## src/rtl/fft_pkg.sv

```systemverilog
// Shared types and helpers for the FFT output path.
// Holds frame geometry, the packed complex word, bit reversal and FSM states.
package fft_pkg;

    localparam int FFT_POINTS     = 32;
    localparam int FFT_INDEX_BITS = 5;
    localparam int FFT_DATA_BITS  = 20;

    typedef struct packed {
        logic [FFT_DATA_BITS/2-1:0] re;
        logic [FFT_DATA_BITS/2-1:0] im;
    } cplx_t;

    typedef enum logic {
        IDLE,
        STREAM
    } state_t;

    function automatic logic [4:0] bitrev5(input logic [4:0] i);
        return {i[0], i[1], i[2], i[3], i[4]};
    endfunction

endpackage

```

## src/rtl/fft_frame_buffer.sv

```systemverilog
// Single-frame register file with parallel load and a registered read port.
// A load forwards the incoming word so beat 0 is ready on the next cycle.
module fft_frame_buffer
    import fft_pkg::*;
#(
    parameter int p_dataBits  = 20,
    parameter int p_points    = FFT_POINTS,
    parameter int p_indexBits = FFT_INDEX_BITS
) (
    input  logic                                clk,
    input  logic                                rst,
    input  logic                                load,
    input  logic [p_points-1:0][p_dataBits-1:0] din,
    input  logic [p_indexBits-1:0]              rd_idx,
    output logic [p_dataBits-1:0]               rd_word
);

    logic [p_points-1:0][p_dataBits-1:0] mem;

    // Frame storage: captured in one shot when a frame is accepted.
    always_ff @(posedge clk or posedge rst) begin
        if (rst) begin
            mem <= '0;
        end else if (load) begin
            mem <= din;
        end
    end

    // Read register tracks the word for the upcoming beat.
    always_ff @(posedge clk or posedge rst) begin
        if (rst) begin
            rd_word <= '0;
        end else if (load) begin
            rd_word <= din[rd_idx];
        end else begin
            rd_word <= mem[rd_idx];
        end
    end

endmodule

```

## src/rtl/fft_frame_serializer.sv

```systemverilog
// Streams one 32-point parallel FFT frame out one word per valid/ready beat.
// Define FFT_SERIALIZER_BITREV_EN to read the buffer in bit-reversed order.
module fft_frame_serializer
    import fft_pkg::*;
#(
    parameter int p_dataBits  = 20,
    parameter int p_points    = 32,
    parameter int p_indexBits = 5
) (
    input  logic                   CLK,
    input  logic                   RST,
    input  logic                   i_frame_valid,
    input  logic [p_dataBits-1:0]  i_c0,
    input  logic [p_dataBits-1:0]  i_c1,
    input  logic [p_dataBits-1:0]  i_c2,
    input  logic [p_dataBits-1:0]  i_c3,
    input  logic [p_dataBits-1:0]  i_c4,
    input  logic [p_dataBits-1:0]  i_c5,
    input  logic [p_dataBits-1:0]  i_c6,
    input  logic [p_dataBits-1:0]  i_c7,
    input  logic [p_dataBits-1:0]  i_c8,
    input  logic [p_dataBits-1:0]  i_c9,
    input  logic [p_dataBits-1:0]  i_c10,
    input  logic [p_dataBits-1:0]  i_c11,
    input  logic [p_dataBits-1:0]  i_c12,
    input  logic [p_dataBits-1:0]  i_c13,
    input  logic [p_dataBits-1:0]  i_c14,
    input  logic [p_dataBits-1:0]  i_c15,
    input  logic [p_dataBits-1:0]  i_c16,
    input  logic [p_dataBits-1:0]  i_c17,
    input  logic [p_dataBits-1:0]  i_c18,
    input  logic [p_dataBits-1:0]  i_c19,
    input  logic [p_dataBits-1:0]  i_c20,
    input  logic [p_dataBits-1:0]  i_c21,
    input  logic [p_dataBits-1:0]  i_c22,
    input  logic [p_dataBits-1:0]  i_c23,
    input  logic [p_dataBits-1:0]  i_c24,
    input  logic [p_dataBits-1:0]  i_c25,
    input  logic [p_dataBits-1:0]  i_c26,
    input  logic [p_dataBits-1:0]  i_c27,
    input  logic [p_dataBits-1:0]  i_c28,
    input  logic [p_dataBits-1:0]  i_c29,
    input  logic [p_dataBits-1:0]  i_c30,
    input  logic [p_dataBits-1:0]  i_c31,
    output logic                   o_frame_ready,
    output logic [p_dataBits-1:0]  o_data,
    output logic [p_indexBits-1:0] o_index,
    output logic                   o_valid,
    input  logic                   i_ready,
    output logic                   o_last,
    output logic                   o_busy,
    output logic                   o_overrun
);

    if (p_points != FFT_POINTS || p_indexBits != FFT_INDEX_BITS) begin : g_bad_points
        $fatal(1, "fft_frame_serializer: p_points must be 32");
    end
    if (p_dataBits % 2 != 0) begin : g_bad_width
        $fatal(1, "fft_frame_serializer: p_dataBits must be even");
    end

    localparam logic [p_indexBits-1:0] LastIdx = p_indexBits'(p_points - 1);

    logic [p_points-1:0][p_dataBits-1:0] frame;
    state_t                              state, state_nxt;
    logic [p_indexBits-1:0]              cnt, cnt_nxt, rd_idx;
    logic                                ovr_nxt;
    logic                                load;

    assign frame = {
        i_c31, i_c30, i_c29, i_c28, i_c27, i_c26, i_c25, i_c24,
        i_c23, i_c22, i_c21, i_c20, i_c19, i_c18, i_c17, i_c16,
        i_c15, i_c14, i_c13, i_c12, i_c11, i_c10, i_c9,  i_c8,
        i_c7,  i_c6,  i_c5,  i_c4,  i_c3,  i_c2,  i_c1,  i_c0
    };

    assign o_valid       = (state == STREAM);
    assign o_busy        = (state == STREAM);
    assign o_last        = (state == STREAM) && (cnt == LastIdx);
    assign o_index       = cnt;
    assign o_frame_ready = (state == IDLE) || (o_last && i_ready);
    assign load          = i_frame_valid && o_frame_ready;

`ifdef FFT_SERIALIZER_BITREV_EN
    assign rd_idx = bitrev5(cnt_nxt);
`else
    assign rd_idx = cnt_nxt;
`endif

    // State, beat counter and sticky overrun flag.
    always_ff @(posedge CLK or posedge RST) begin
        if (RST) begin
            state     <= IDLE;
            cnt       <= '0;
            o_overrun <= 1'b0;
        end else begin
            state     <= state_nxt;
            cnt       <= cnt_nxt;
            o_overrun <= ovr_nxt;
        end
    end

    // Next state: a new frame wins over end-of-frame so there is no bubble.
    always_comb begin
        state_nxt = state;
        cnt_nxt   = cnt;
        ovr_nxt   = o_overrun || (i_frame_valid && !o_frame_ready);
        if (load) begin
            state_nxt = STREAM;
            cnt_nxt   = '0;
        end else if (o_valid && i_ready) begin
            cnt_nxt = cnt + 1'b1;
            if (o_last) begin
                state_nxt = IDLE;
            end
        end
    end

    fft_frame_buffer #(
        .p_dataBits (p_dataBits),
        .p_points   (p_points),
        .p_indexBits(p_indexBits)
    ) u_buf (
        .clk    (CLK),
        .rst    (RST),
        .load   (load),
        .din    (frame),
        .rd_idx (rd_idx),
        .rd_word(o_data)
    );

endmodule

```

## config.mk

```make
export PLATFORM = sky130hd
export DESIGN_NAME = fft_frame_serializer
export DESIGN_NICKNAME = d
export VERILOG_FILES = /design/src/rtl/fft_pkg.sv /design/src/rtl/fft_frame_buffer.sv /design/src/rtl/fft_frame_serializer.sv
export SDC_FILE = /design/constraint.sdc
export NUM_CORES = 2
export LEC_CHECK = 0
export ABC_AREA = 1
export CELL_PAD_IN_SITES_DETAIL_PLACEMENT = 2
export CELL_PAD_IN_SITES_GLOBAL_PLACEMENT = 2
export CORE_MARGIN = 2
export CORE_UTILIZATION = 26
export DETAILED_ROUTE_END_ITERATION = 7
export MAX_ROUTING_LAYER = met4
export PLACE_DENSITY_LB_ADDON = 0.1
export SETUP_SLACK_MARGIN = 0.4
export SYNTH_ARGS = -nofsm -noshare
export SYNTH_HDL_FRONTEND = slang
export SYNTH_SLANG_ARGS = --single-unit
```

## constraint.sdc

```tcl
create_clock -name CLK -period 26.8 [get_ports CLK]
set_input_delay 8.04 -clock CLK [delete_from_list [all_inputs] [get_ports CLK]]
set_output_delay 8.04 -clock CLK [all_outputs]
set_load 0.02 [all_outputs]
```

== Yosys cells after proc, flatten, opt, wreduce, memory -nomap -nowiden ==
Cells that the tools add are included.
Word-level totals
  bits of input ports: 644
  register bits after elaboration: 667
  output and inout bits: 30
Cells by class
  bitwise logic cells: 1
  reductions and logical operators: 11
  equality and inequality tests: 1
  magnitude comparators: 1
  $add $sub $neg: 1
  muxes and demuxes: 10
Operator list (number)
  binary-select mux 20 bit (select 5 bit): 2
  two-way mux 20 bit: 3
  two-way mux 5 bit: 2
  less-than comparator 5 x 6 -> 1 bit, second input constant: 1
  adder 5 x 1 -> 5 bit, second input constant: 1
  == test 5 bit, second input constant: 1
  logical AND 1 bit: 5
  nonzero test 2 bit: 2
  two-way mux 1 bit: 3
  logical OR 1 bit: 2
  AND reduction 2 bit: 1
  logical NOT 1 bit: 1
  NOT 1 bit: 1

== Depth between registers and ports, before layout ==
  depth in word-level cells: 9
  depth in mapped cells: 17

== Modules after synthesis ==
Synthesis repeated with hierarchy kept, for this count alone.
Unflattened totals
  cell total of the unflattened synthesis: 5756
  area, all modules: 37661.1 um2
Modules (own cells, without submodules)
  fft_frame_buffer: area each 37269.5 um2, times used 1, cells an instance 5707
  fft_frame_serializer: area each 391.6 um2, times used 1, cells an instance 49

== Worst setup path after synthesis ==
Ideal clock, no wire load.
  kind: in2out
  from: input port i_ready
  to: output port o_frame_ready
  path slack: 10.527 ns
  stages: 2
  data arrival time: 8.233 ns
  cells stage by stage: nand2_1 > nand2_2
Between the ends
  word-level cells in the longest chain between the ends: 2
Ends and longest elaborated chain
  start: declaration: RTL line fft_frame_serializer.sv:49  | input logic i_ready,
  logical AND 1 bit: RTL line fft_frame_serializer.sv:81  | assign o_frame_ready = (state == IDLE) || (o_last && i_ready);
  logical OR 1 bit: RTL line fft_frame_serializer.sv:81
  end: declaration: RTL line fft_frame_serializer.sv:45  | output logic o_frame_ready,
No other way between the ends.

== Worst setup path after layout ==
Ends and elaborated chain as after synthesis.

==> results.md <==
* Final min period at 17480 ps
* Crit Path Max Fanout at 4
* Via count at 30906
* # H-tree levels at 3
* Area of the die at 127200 um2
* Clk Latency, worst-skew pair at 670 ps
* Setup TNS Final at 0 ps
* Synth Instances at 4337
* Combinational Power Share at 45.9%
* Synth unique cells at 23
* Avg Inst Size Synth at 7.455 um2
* Met2 global-route usage at 39.86%
* M3 GR Usage at 4.394%
* Longest Clk Path Bufs at 3
* Maximum VDD drop at 0.05319 mV
* Synthesis Warnings at 0
* Initial antenna violation count at 36
* CTS sink cnt at 667
* Syn Nets at 4983
* Final Hold Viols at 0
* Setup violators final at 0
* Crit Path Category: in -> out
* Internal power at 2.984 mW
* R2R Setup Slk at 21690 ps
* Crit path launch type: input port
* Clock network fraction of design power at 22.9%
* Final period util at 65.24%
* Most used routing layer: met2
* Area Growth Syn to Fin at 33.87%
* Switching pwr at 2.419 mW
* Routed Antenna Nets at 0
* WL final at 160600 um
* Max-Cap Viols at 0
* Nets@finish at 5492
* Worst Skew at 19.89 ps
* PortBufs at 673
* Postcts setup bufs at 0
* Pins over their slew limit at 0
* Worst setup EP type: primary output
* Power density over the cells at 124.8 nW/um2
* Layout fillers at 14145
* Multi-input gate area at 12440 um2
* DR vias/cell at 4.693
* Slew margin rel. at 28.52%
* Switching Share at 44.78%
* Worst endpoint data arrival time at 9440 ps
* Flops & latches, synth at 667
* Critical Path RT at 18760 ps
* F_max at 57.19 MHz
* CTS buffer count at 86
* Layout cell share with drive strength beyond 1 at 4.107%
* Clk root buf: clkbuf_16
* Die X-Extent at 356.6 um
* GR Overflow Total at 0
* Clock tree from TritonCTS: built
* RD Place Congestion at 0.8218
* Clock transition at the registers of the reported paths at 60 ps
* Initial DRC count at 1784
* Drt wl/cell at 24.39 um
* Tot GR Track Use at 25.79%
* Commonest non-fill, non-tap cell in the layout: nand2_1
* Die H at 356.6 um
* Slew @ Worst Pin at 1072 ps
* Pre-antenna DRT Iters at 5
* Hold crit path type: reg -> reg
* Sequential power share at 31.2%
* GR Util met1 at 33.52%
* FF+latch area at 16690 um2
* Post-CTS Hold Buffers at 0
* Starting Density at 26.18%
* Register area share after synthesis at 51.63%
* I/O Pins at 674
* Mapped cell area at 32330 um2
* CTS resizes at 0
* First-pass GRT wire length at 231900 um
* Commonest cells after routing, fill and taps aside: 1490 x nand2_1, 673 x clkdlybuf4s50_1, 667 x dfrtp_1
* Vias in the first global route at 33085
* RSZ-0062 raised after global routing: false
* Row count at 129
* DRC violations left at 0
* Detail Placement HPWL at 113200 um
* Leakage at 20.21 nW
* Setup WS post-layout at 9315 ps
* Status: complete, no violations
* Pre-CTS setup slack at 9306 ps
* Core Area at 123500 um2
* Pin count of the biggest net entering global routing at 236
-- worst max-delay path, cell delays in order --
cell and delay, ps:
clkdlybuf4s50_1 540, nand2_1 90, nand2_2 150, clkdlybuf4s50_1 630
-- sequential cells by signal, indices dropped and copies added (netlist names) --
signal and count:
u_buf.mem 640, u_buf.rd_word 20, o_index 5, o_busy 1, o_overrun 1
-- cells by family (layout without fill, tap and decap cells) --
kind of cell	after synthesis	in the layout	share of synthesized area [%]
simple gates	2355	2355	30.24
other cells	0	30	0
fa+ha+maj	2	2	0.07739
compound gates	516	516	7.995
buf+inv	797	1378	10.07
flops	667	667	51.63
-- layout make-up --
| class | count | area share, % |
|---|---|---|
| multi-input combinational | 2873 | 28.74 |
| tap | 1637 | 4.732 |
| inverter | 502 | 4.403 |
| clock buffer | 141 | 6.432 |
| clock inverter | 19 | 0.5030 |
| antenna | 30 | 0.1734 |
| sequential | 667 | 38.56 |
| timing repair buffer | 716 | 16.45 |
-- final timing paths --
check / startpoint / end / cells after the start
max reg2reg: o_index[0]$_DFF_PP0_ / u_buf.rd_word[7]$_DFF_PP0_ / 17
min: u_buf.mem[230]$_DFFE_PP0N_ / u_buf.mem[230]$_DFFE_PP0N_ / 2
max in group asynchronous: RST / u_buf.mem[393]$_DFFE_PP0N_ / 7
min reg2reg: u_buf.mem[230]$_DFFE_PP0N_ / u_buf.mem[230]$_DFFE_PP0N_ / 2
min in group asynchronous: RST / u_buf.mem[563]$_DFFE_PP0N_ / 3
max: i_ready / o_frame_ready / 4
-- synthesized netlist by cell type --
library cell  count  area share [%]
nand4_1           1           0.019
nor3_1            2           0.031
buf_1            19            0.22
nor2_1          222             2.6
ha_1              2           0.077
buf_2           141             2.2
nand3b_1         45             1.0
nand3_1         587             9.1
a21oi_1          26            0.40
o21ai_0         487             7.5
buf_4            11            0.26
nor2_2            1           0.019
nand2_1        1491              17
or2_2             1           0.019
nand2_2           3           0.058
clkbuf_1        118             1.4
dfrtp_1         667              52
nand2_4           2           0.070
inv_1           497             5.8
inv_2             5           0.058
o21ai_1           2           0.031
buf_6             6            0.21
o21bai_1          1           0.023
-- per-stage QoR --
step / cell area [um2] / total power, mW / instances / hold WS [ps] / utilization (%)
after CTS: 43210 / 5.504 / 6555 / 476.4 / 34.99
after global placement: 40210 / 4.153 / 6395 / 452.0 / 32.56
after floorplan: 32330 / 3.116 / 4337 / 440.1 / -
after global routing: 43270 / 5.830 / 6579 / 499.6 / 35.04
final: 43280 / 5.403 / 6585 / 478.1 / 35.05
after detailed placement: 40210 / 4.224 / 6395 / 460.3 / 32.56
-- metal layers --
layer | routed length, um | vias up
li1 | - | 14549
met2 | 74730 | 673
met1 | 72550 | 15482
met3 | 7580 | 202
met5 | 0 | -
met4 | 5737 | 0
-- power groups by stage --
stage          registers (mW)  clock network [mW]  logic [mW]
5_1_grt                  1.74                1.31        2.78
4_1_cts                  1.69                1.27        2.55
3_3_place_gp             1.68                   0        2.48
6_report                 1.68                1.24        2.48
2_1_floorplan            1.67                   0        1.44
3_5_place_dp             1.70                   0        2.53
Note: power is estimated with default switching activity, not from simulation.
